## config.mk

```make
export PLATFORM = sky130hd
export DESIGN_NAME = bcd_digit_serializer
export DESIGN_NICKNAME = d
export VERILOG_FILES = /design/src/rtl/bcd_digit_serializer.sv
export SDC_FILE = /design/constraint.sdc
export NUM_CORES = 1
export LEC_CHECK = 0
export CAP_MARGIN = 15
export CORE_MARGIN = 2
export CORE_UTILIZATION = 45
export DETAILED_ROUTE_END_ITERATION = 16
export PLACE_DENSITY = 0.76
export RECOVER_POWER = 100
export SYNTH_ARGS = -nofsm -noshare
export SYNTH_HDL_FRONTEND = slang
export SYNTH_SLANG_ARGS = --single-unit
```

## constraint.sdc

```tcl
create_clock -name clk -period 3.5 [get_ports clk]
set_input_delay 0.525 -clock clk [delete_from_list [all_inputs] [get_ports clk]]
set_output_delay 0.525 -clock clk [all_outputs]
set_load 0.05 [all_outputs]
```

## src/rtl/bcd_digit_serializer.sv

```systemverilog
// Serializes a packed BCD word onto a digit-per-beat valid/ready stream,
// most significant digit first, with a 7-segment code per digit,
// optional leading-zero blanking and an overflow dash override.
module bcd_digit_serializer #(
  parameter int DECLEN = 9,
  parameter int LZS    = 1
) (
  input  logic                  clk,
  input  logic                  rst,
  input  logic                  in_valid,
  output logic                  in_ready,
  input  logic [DECLEN*4-1:0]   BCD,
  input  logic                  ovf,
  output logic                  out_valid,
  input  logic                  out_ready,
  output logic [3:0]            DIGIT,
  output logic [6:0]            SEG,
  output logic                  blank,
  output logic                  out_last
);

  // state | meaning
  // IDLE  | waiting for a word; in_ready high (unless rst)
  // SEND  | presenting one registered digit per beat, MSD down to LSD

  localparam int IW = (DECLEN > 1) ? $clog2(DECLEN) : 1;
  localparam logic [IW-1:0] MSD_IDX = IW'(DECLEN - 1);

  typedef enum logic {IDLE, SEND} state_t;

  state_t              state, state_nxt;
  logic [DECLEN*4-1:0] word;
  logic                ovf_q;
  logic [IW-1:0]       idx;
  logic                seen;

  logic                accept, advance;
  logic [3:0]          cur_nib, nxt_nib;
  logic [IW-1:0]       nxt_idx;
  logic                nxt_seen, nxt_ovf, nxt_last, nxt_blank;
  logic [3:0]          nxt_digit;
  logic [6:0]          nxt_seg;

  function automatic logic [3:0] nib_at(input logic [DECLEN*4-1:0] w,
                                        input logic [IW-1:0] i);
    nib_at = 4'h0;
    for (int k = 0; k < DECLEN; k++)
      if (i == IW'(k)) nib_at = w[k*4 +: 4];
  endfunction

  function automatic logic [6:0] seg_enc(input logic [3:0] n);
    case (n)
      4'd0:    seg_enc = 7'h3F;
      4'd1:    seg_enc = 7'h06;
      4'd2:    seg_enc = 7'h5B;
      4'd3:    seg_enc = 7'h4F;
      4'd4:    seg_enc = 7'h66;
      4'd5:    seg_enc = 7'h6D;
      4'd6:    seg_enc = 7'h7D;
      4'd7:    seg_enc = 7'h07;
      4'd8:    seg_enc = 7'h7F;
      4'd9:    seg_enc = 7'h6F;
      default: seg_enc = 7'h40;
    endcase
  endfunction

  // State register
  always_ff @(posedge clk) begin
    if (rst) state <= IDLE;
    else     state <= state_nxt;
  end

  // Next-state logic: accept a word in IDLE, return after the LSD handshake
  always_comb begin
    state_nxt = state;
    case (state)
      IDLE: if (accept) state_nxt = SEND;
      SEND: if (advance && idx == '0) state_nxt = IDLE;
      default: state_nxt = IDLE;
    endcase
  end

  // FSM outputs; in_ready is forced low while reset is asserted
  always_comb begin
    in_ready  = (state == IDLE) && !rst;
    out_valid = (state == SEND);
  end

  assign accept  = in_valid && in_ready;
  assign advance = out_valid && out_ready;

  // Next beat: the MSD of the incoming word when accepting, else the next
  // lower digit of the captured word. seen covers beats already presented.
  always_comb begin
    cur_nib = nib_at(word, idx);
    if (state == IDLE) begin
      nxt_idx  = MSD_IDX;
      nxt_nib  = nib_at(BCD, MSD_IDX);
      nxt_seen = 1'b0;
      nxt_ovf  = ovf;
    end else begin
      nxt_idx  = idx - IW'(1);
      nxt_nib  = nib_at(word, nxt_idx);
      nxt_seen = seen | (cur_nib != 4'h0);
      nxt_ovf  = ovf_q;
    end
    nxt_last  = (nxt_idx == '0);
    nxt_blank = 1'b0;
    nxt_digit = nxt_nib;
    nxt_seg   = seg_enc(nxt_nib);
    if (nxt_ovf) begin
      nxt_digit = 4'hF;
      nxt_seg   = 7'h40;
    end else if ((LZS != 0) && nxt_nib == 4'h0 && !nxt_seen && !nxt_last) begin
      nxt_blank = 1'b1;
      nxt_digit = 4'h0;
      nxt_seg   = 7'h00;
    end
  end

  // Capture and beat registers; outputs are loaded only on accept/advance
  always_ff @(posedge clk) begin
    if (rst) begin
      word     <= '0;
      ovf_q    <= 1'b0;
      idx      <= '0;
      seen     <= 1'b0;
      DIGIT    <= 4'h0;
      SEG      <= 7'h00;
      blank    <= 1'b0;
      out_last <= 1'b0;
    end else if (accept || (advance && idx != '0)) begin
      if (accept) begin
        word  <= BCD;
        ovf_q <= ovf;
      end
      idx      <= nxt_idx;
      seen     <= nxt_seen;
      DIGIT    <= nxt_digit;
      SEG      <= nxt_seg;
      blank    <= nxt_blank;
      out_last <= nxt_last;
    end
  end

endmodule
```

==> metrics.yaml <==
status:
  status: "complete, no violations"
cts:
  cts_tree: "built"
  cts_resized: 0
  post-cts-setup-buffer-count: 0
  cts_sinks: 56
  cts-buffers-inserted: 5
  cts.htree.levels: 2
  cts_hold_buf: 0
  clock-root-buffer: "clkbuf_8"
  cts_buffer_depth: 2
  clk_pin_slew_worst_paths_ns: 0.10
  clk_latency_ns: 0.32
synthesis:
  seq_area_frac_synth_pct: 31.91
  synth-edff-count: 0
  synthArstFlopShare_pct: 0
  synth_nets: 503
  syn_inst: 451
  yosys_warnings: 0
  synth.distinct_cells: 72
  avgSynthCellArea_um2: 7.790
  syn_area_um2: 3513
  ys_ff_latch: 56
  synth_flop_cell: "dfxtp_1"
place:
  gp_congestion: 0.9554
  placed_area_um2: 4118
  port-buffer-count: 55
  dp_worst_setup_slack_ns: 0.09570
  dpl.hpwl_mm: 7.455
route:
  ant_nets: 0
  route.detailed.drc: 0
  first_pass_iters: 5
  viasPerCell: 5.555
  routed_wl_mm: 9.850
  wl_per_cell_um: 16.47
  dr.first_iter.drc_count: 213
  vias: 3322
sta:
  tns_ns: 0
  tightest_slew_ns: 1.168
  min_period_ns: 3.260
  fmax_ghz: 0.3068
  fin_crit_sh_pct: 93.13
  finalHoldViolCount: 0
  setup_violations: 0
  rsz0062_at_grt: "no"
  final_max_slew_viol_count: 0
  skew_ns: 0.003386
  fin_ws_ns: 0.2404
  relSlewSlack_pct: 22.13
critical_path:
  critPathRequiredTime_ns: 3.71
  max_stage_delay_ns: 0.47
  slowest_stage: "or4b_4"
  crit_buf_inv: 3
  cpMostUsedCell: "inv_1"
  startpoint_type: "flip-flop"
  critPathArrivalTime_ns: 3.47
  cpLargestDelayFamily: "compound AO/OA/AOI/OAI gates"
  crit_type: "reg2reg"
  path_cells: "inv_1 -> ha_1 -> or4b_4 -> and2_4 -> or2_4 -> o221a_1 -> a22o_4 -> inv_1 -> ha_1 -> inv_1 -> a211oi_4 -> a21oi_1 -> a221o_1"
  cp-end-kind: "flip-flop"
  crit_fanout: 10
grt:
  grt_max_degree: 76
  grt-ovfl-total: 0
  grt_use_total_pct: 23.67
  grt_pass1_wl_mm: 16.08
  grt_antenna_before_repair: 0
  grt_pass1_vias: 3196
floorplanning:
  dieArea_um2: 8530
  start_util_pct: 45.94
  die_width_um: 92.36
  core_um2: 7647
  fp-row-count: 32
  pin_count: 56
  die-height_um: 92.36
layout:
  finalInstanceArea_um2: 4202
  multiInputGateArea_um2: 2136
  syn2layout_area_growth_pct: 19.59
  n_antenna_cell: 0
  nFillCells: 750
  seq_area_um2: 1122
  post-route-util_pct: 54.94
  fin_nets: 547
  drive_gt1_share_pct: 9.073
power_and_ir_drop:
  leakage_uw: 0.001560
  ir_worst_vdd_v: 0.0001673
  power_density_nw_per_um2: 372.8
hold_path:
  hold_class: "reg2reg"
run:
  drv_cap: 0
[layout make-up]
type	count	area share, %
Multi-Input combinational cell	345	50.83
Clock inverter	2	0.2382
Clock buffer	6	1.965
Tap cell	102	3.038
Timing Repair Buffer	72	15.87
Sequential cell	56	26.71
Inverter	15	1.340
[state kept, by name, indices dropped and copies added, names as in the netlist, 4 cells and up]
name / count
SEG: 7
idx: 4
word: 36
DIGIT: 4
[worst min-delay path: cells and delay by family (launching register included)]
family          cells  cell delay [ns]
simple gates        1             0.05
compound gates      1             0.05
flops               1             0.33
[layer usage]
metal	part of all wire [%]	GRT usage [%]	vias to the layer above
met5	0	0	-
met4	1.5	7.214	0
met3	5.2	3.092	13
met2	48	42.03	93
met1	45	29.76	1530
li1	-	-	1686
[per-stage QoR]
stage / total power, uW / hold WS [ns] / cells
6_report: 1566 / 0.4672 / 598
5_1_grt: 1647 / 0.5137 / 598
4_1_cts: 1574 / 0.4692 / 598
3_5_place_dp: 1205 / 0.4523 / 590
3_3_place_gp: 1203 / 0.4446 / 590
2_1_floorplan: 1056 / 0.4323 / 451
[final timing paths]
| check | from | to | slack, ns | cells after the start |
|---|---|---|---|---|
| max | idx[1] | SEG[0] | 0.24 | 13 |
| min reg2reg | seen | seen | 0.47 | 2 |
| min | seen | seen | 0.47 | 2 |
| max reg2reg | idx[1] | SEG[0] | 0.24 | 13 |
[synthesized netlist by cell type, types with 2 or more instances]
cell type   n  area [um^2]
o211ai_1    7        52.55
a31oi_1    10        62.56
nand2_1    72        270.3
nand2b_1   38        237.7
buf_6       4        45.04
ha_1       11        137.6
o21ai_0    47        235.2
nor3b_1     2        15.01
nor3_1     11        55.05
clkbuf_8    2        27.53
dfxtp_1    56         1121
a211oi_1    5        37.54
or2_2       2        12.51
inv_1      15        56.30
a2bb2oi_1   5        43.79
a22oi_1     2        15.01
nor2b_1     4        25.02
o32ai_1     2        17.52
a311oi_1    2        17.52
nand3b_1    4        30.03
o31ai_1     3        22.52
o21bai_1    6        45.04
or3_1       2        12.51
clkbuf_1   22        82.58
o311ai_0    3        26.28
mux2i_1     6        60.06
nor4_1      2        12.51
buf_2       5        25.02
nor2_1     30        112.6
o2111ai_1   2        17.52
and2_4      3        26.28
a221o_1     5        50.05
nand4_1     5        31.28
a21oi_1    15        75.07
nand3_1     4        20.02
[placed cells by master (no fill, tap or decap), drive strengths merged, types with 8 or more instances in the layout]
cell type	instances
nand2	72
dfxtp	56
o21ai	48
clkdlybuf4s50	39
nand2b	38
nor2	31
a21oi	16
inv	15
dlygate4sd3	15
buf	15
nor3	11
ha	11
a31oi	10
clkbuf	9
o211ai	8
[report_power, final]
group	internal, uW	switching (uW)
sequential	686	47.2
combinational	193	263
clock	159	219
total	1040	528
[cell families after synthesis]
group	share of synthesized area (%)
and+or+nand+nor	27.03
AOI/OAI and AO/OA	28.03
DFF	31.91
buffers and inverters	7.407
adders and majority gates	3.917
muxes	1.709
Power figures use the tool's default switching activity.
==> edit, RTL diff (same settings) <==
Set the parameter `DECLEN` to 8 (it was 9).
--- a/src/rtl/bcd_digit_serializer.sv
+++ b/src/rtl/bcd_digit_serializer.sv
@@ -3,5 +3,5 @@
 // optional leading-zero blanking and an overflow dash override.
 module bcd_digit_serializer #(
-  parameter int DECLEN = 9,
+  parameter int DECLEN = 8,
   parameter int LZS    = 1
 ) (
Interface: changed (resized BCD); port bits go from 56 to 52. The function was not compared with the original's and may differ.
==> edit against the original RTL <==
  * Wire length down 27%
  * Power down 5.4%
  * Global-route usage down 3.2 points
  * Setup slack better by 0.11 ns
  * Highest routed layer unchanged
  * Sequential cell count down 5
  * Synthesized area down 17%
  * Sequential share of layout area up 2.0 points
  * Synthesized cell count down 17%
  * Cell area down 15%
==> edit: results (changes against the original RTL) <==
worst-path maximum fanout 24 (+14); CP Data Arrival Time 3.35 ns (-0.12 ns); R2R cell count 13 (unchanged); IO buf count 51 (-7.3%); Iter 0 DRT Violations 178 (-16%); first-pass GRT wire length 12.03 mm (-25%); largest net degree at the start of global routing 68 (-11%); fin nets 459 (-16%); post-synthesis sequential area ratio 34.90% (+3.0 points); actual slew at the worst max-slew pin 1.065 ns (-0.1028 ns); routability congestion estimate 0.9671 (+1.2%); Net Count, Synth 420 (-17%); share of cells above drive strength 1 7.039% (-2.0 points); CTS Buf Count 5 (unchanged); final clock skew 0.005137 ns (+0.001751 ns); core area 6314 um2 (-17%); post-placement setup slack 0.4167 ns (+0.3210 ns); GRT Total Usage 20.49% (-3.2 points); ant diodes 0 (unchanged); largest delay contributor family on the critical path adder cells; vias in the first global route 2467 (-23%); Pleak 1.301 nW (-17%); mean post-synth cell area 7.843 um2 (+0.67%); Top Registers word: 32 flops, SEG: 7 flops, DIGIT: 4 flops; Wirelength per Cell 14.69 um (-11%); crit-path max cell delay 0.74 ns (+0.27 ns); status finished clean; Setup crit start idx[0]; synth cell count leaders 65 x nand2_1, 51 x dfxtp_1, 35 x o21ai_0; Worst R2R Setup Slack 0.35 ns (+0.11 ns); dpl cells 482 (-18%); fin crit share 89.97% (-3.2 points); placed cell areas 3472 um2 (-16%); Post-Route WL 7.184 mm (-27%); critical path's slowest cell ha_1; worst vdd ir 0.0001982 V (+18%); first-pass iteration count of the detailed router 5 (unchanged); synth top area cells dfxtp_1 35%, nand2_1 8.3%, nand2b_1 6.8%; placed wire-length estimate 5.292 mm (-29%); drt via density 5.513 (-0.75%); Yosys cell types 57 (-21%)
-- edit: changes by cell type in the layout (fill, tap and decap cells not counted), moves of 6 or more --
cell	before	now
a31oi_1	10	0
a221oi_1	1	7
o21ai_0	47	35
o21bai_1	6	0
buf_4	15	8
nand2b_1	38	32
o31ai_1	3	9
nor2_1	30	24
nand2_1	72	65
-- edit: layout make-up --
type	instances	area, um2
clock inverter	1	5.005
fill	609	2761
clock buffer	6	82.58
tap	77	96.34
multi-input combinational	280	1725
sequential	51	1021
timing repair buffer	60	569.3
inverter	14	52.55
-- edit: worst min path at each step --
stage	startpoint	end	slack [ns]	cells past startpoint
global placement	SEG[1]	SEG[1]	0.44	2
global route	SEG[3]	SEG[3]	0.50	2
finish	SEG[0]	SEG[0]	0.46	2
detailed placement	SEG[2]	SEG[2]	0.45	2
floorplan	ovf_q	ovf_q	0.45	2
CTS	SEG[0]	SEG[0]	0.47	2
-- edit: where the power goes --
group	switching (mW)	internal, mW
logic	0.275	0.194
clock network	0.188	0.155
registers	0.0443	0.626
total	0.507	0.975
-- edit: logic make-up after synthesis --
| family | share of synthesized area [%] |
|---|---|
| XOR/XNOR | 0.8556 |
| adder cells (fa/ha/maj) | 4.277 |
| multiplexers | 0.6844 |
| flip-flops | 34.90 |
| AND/OR/NAND/NOR | 25.96 |
| AO/OA/AOI/OAI | 27.20 |
| buffers and inverters | 6.116 |
-- edit: routing by layer --
layer | wire length [um] | vias to the layer above | GRT usage, %
li1 | - | 1390 | -
met1 | 3554 | 1233 | 29.44
met2 | 3200 | 64 | 32.14
met3 | 327 | 9 | 3.147
met4 | 102 | 0 | 5.339
met5 | 0 | - | 0
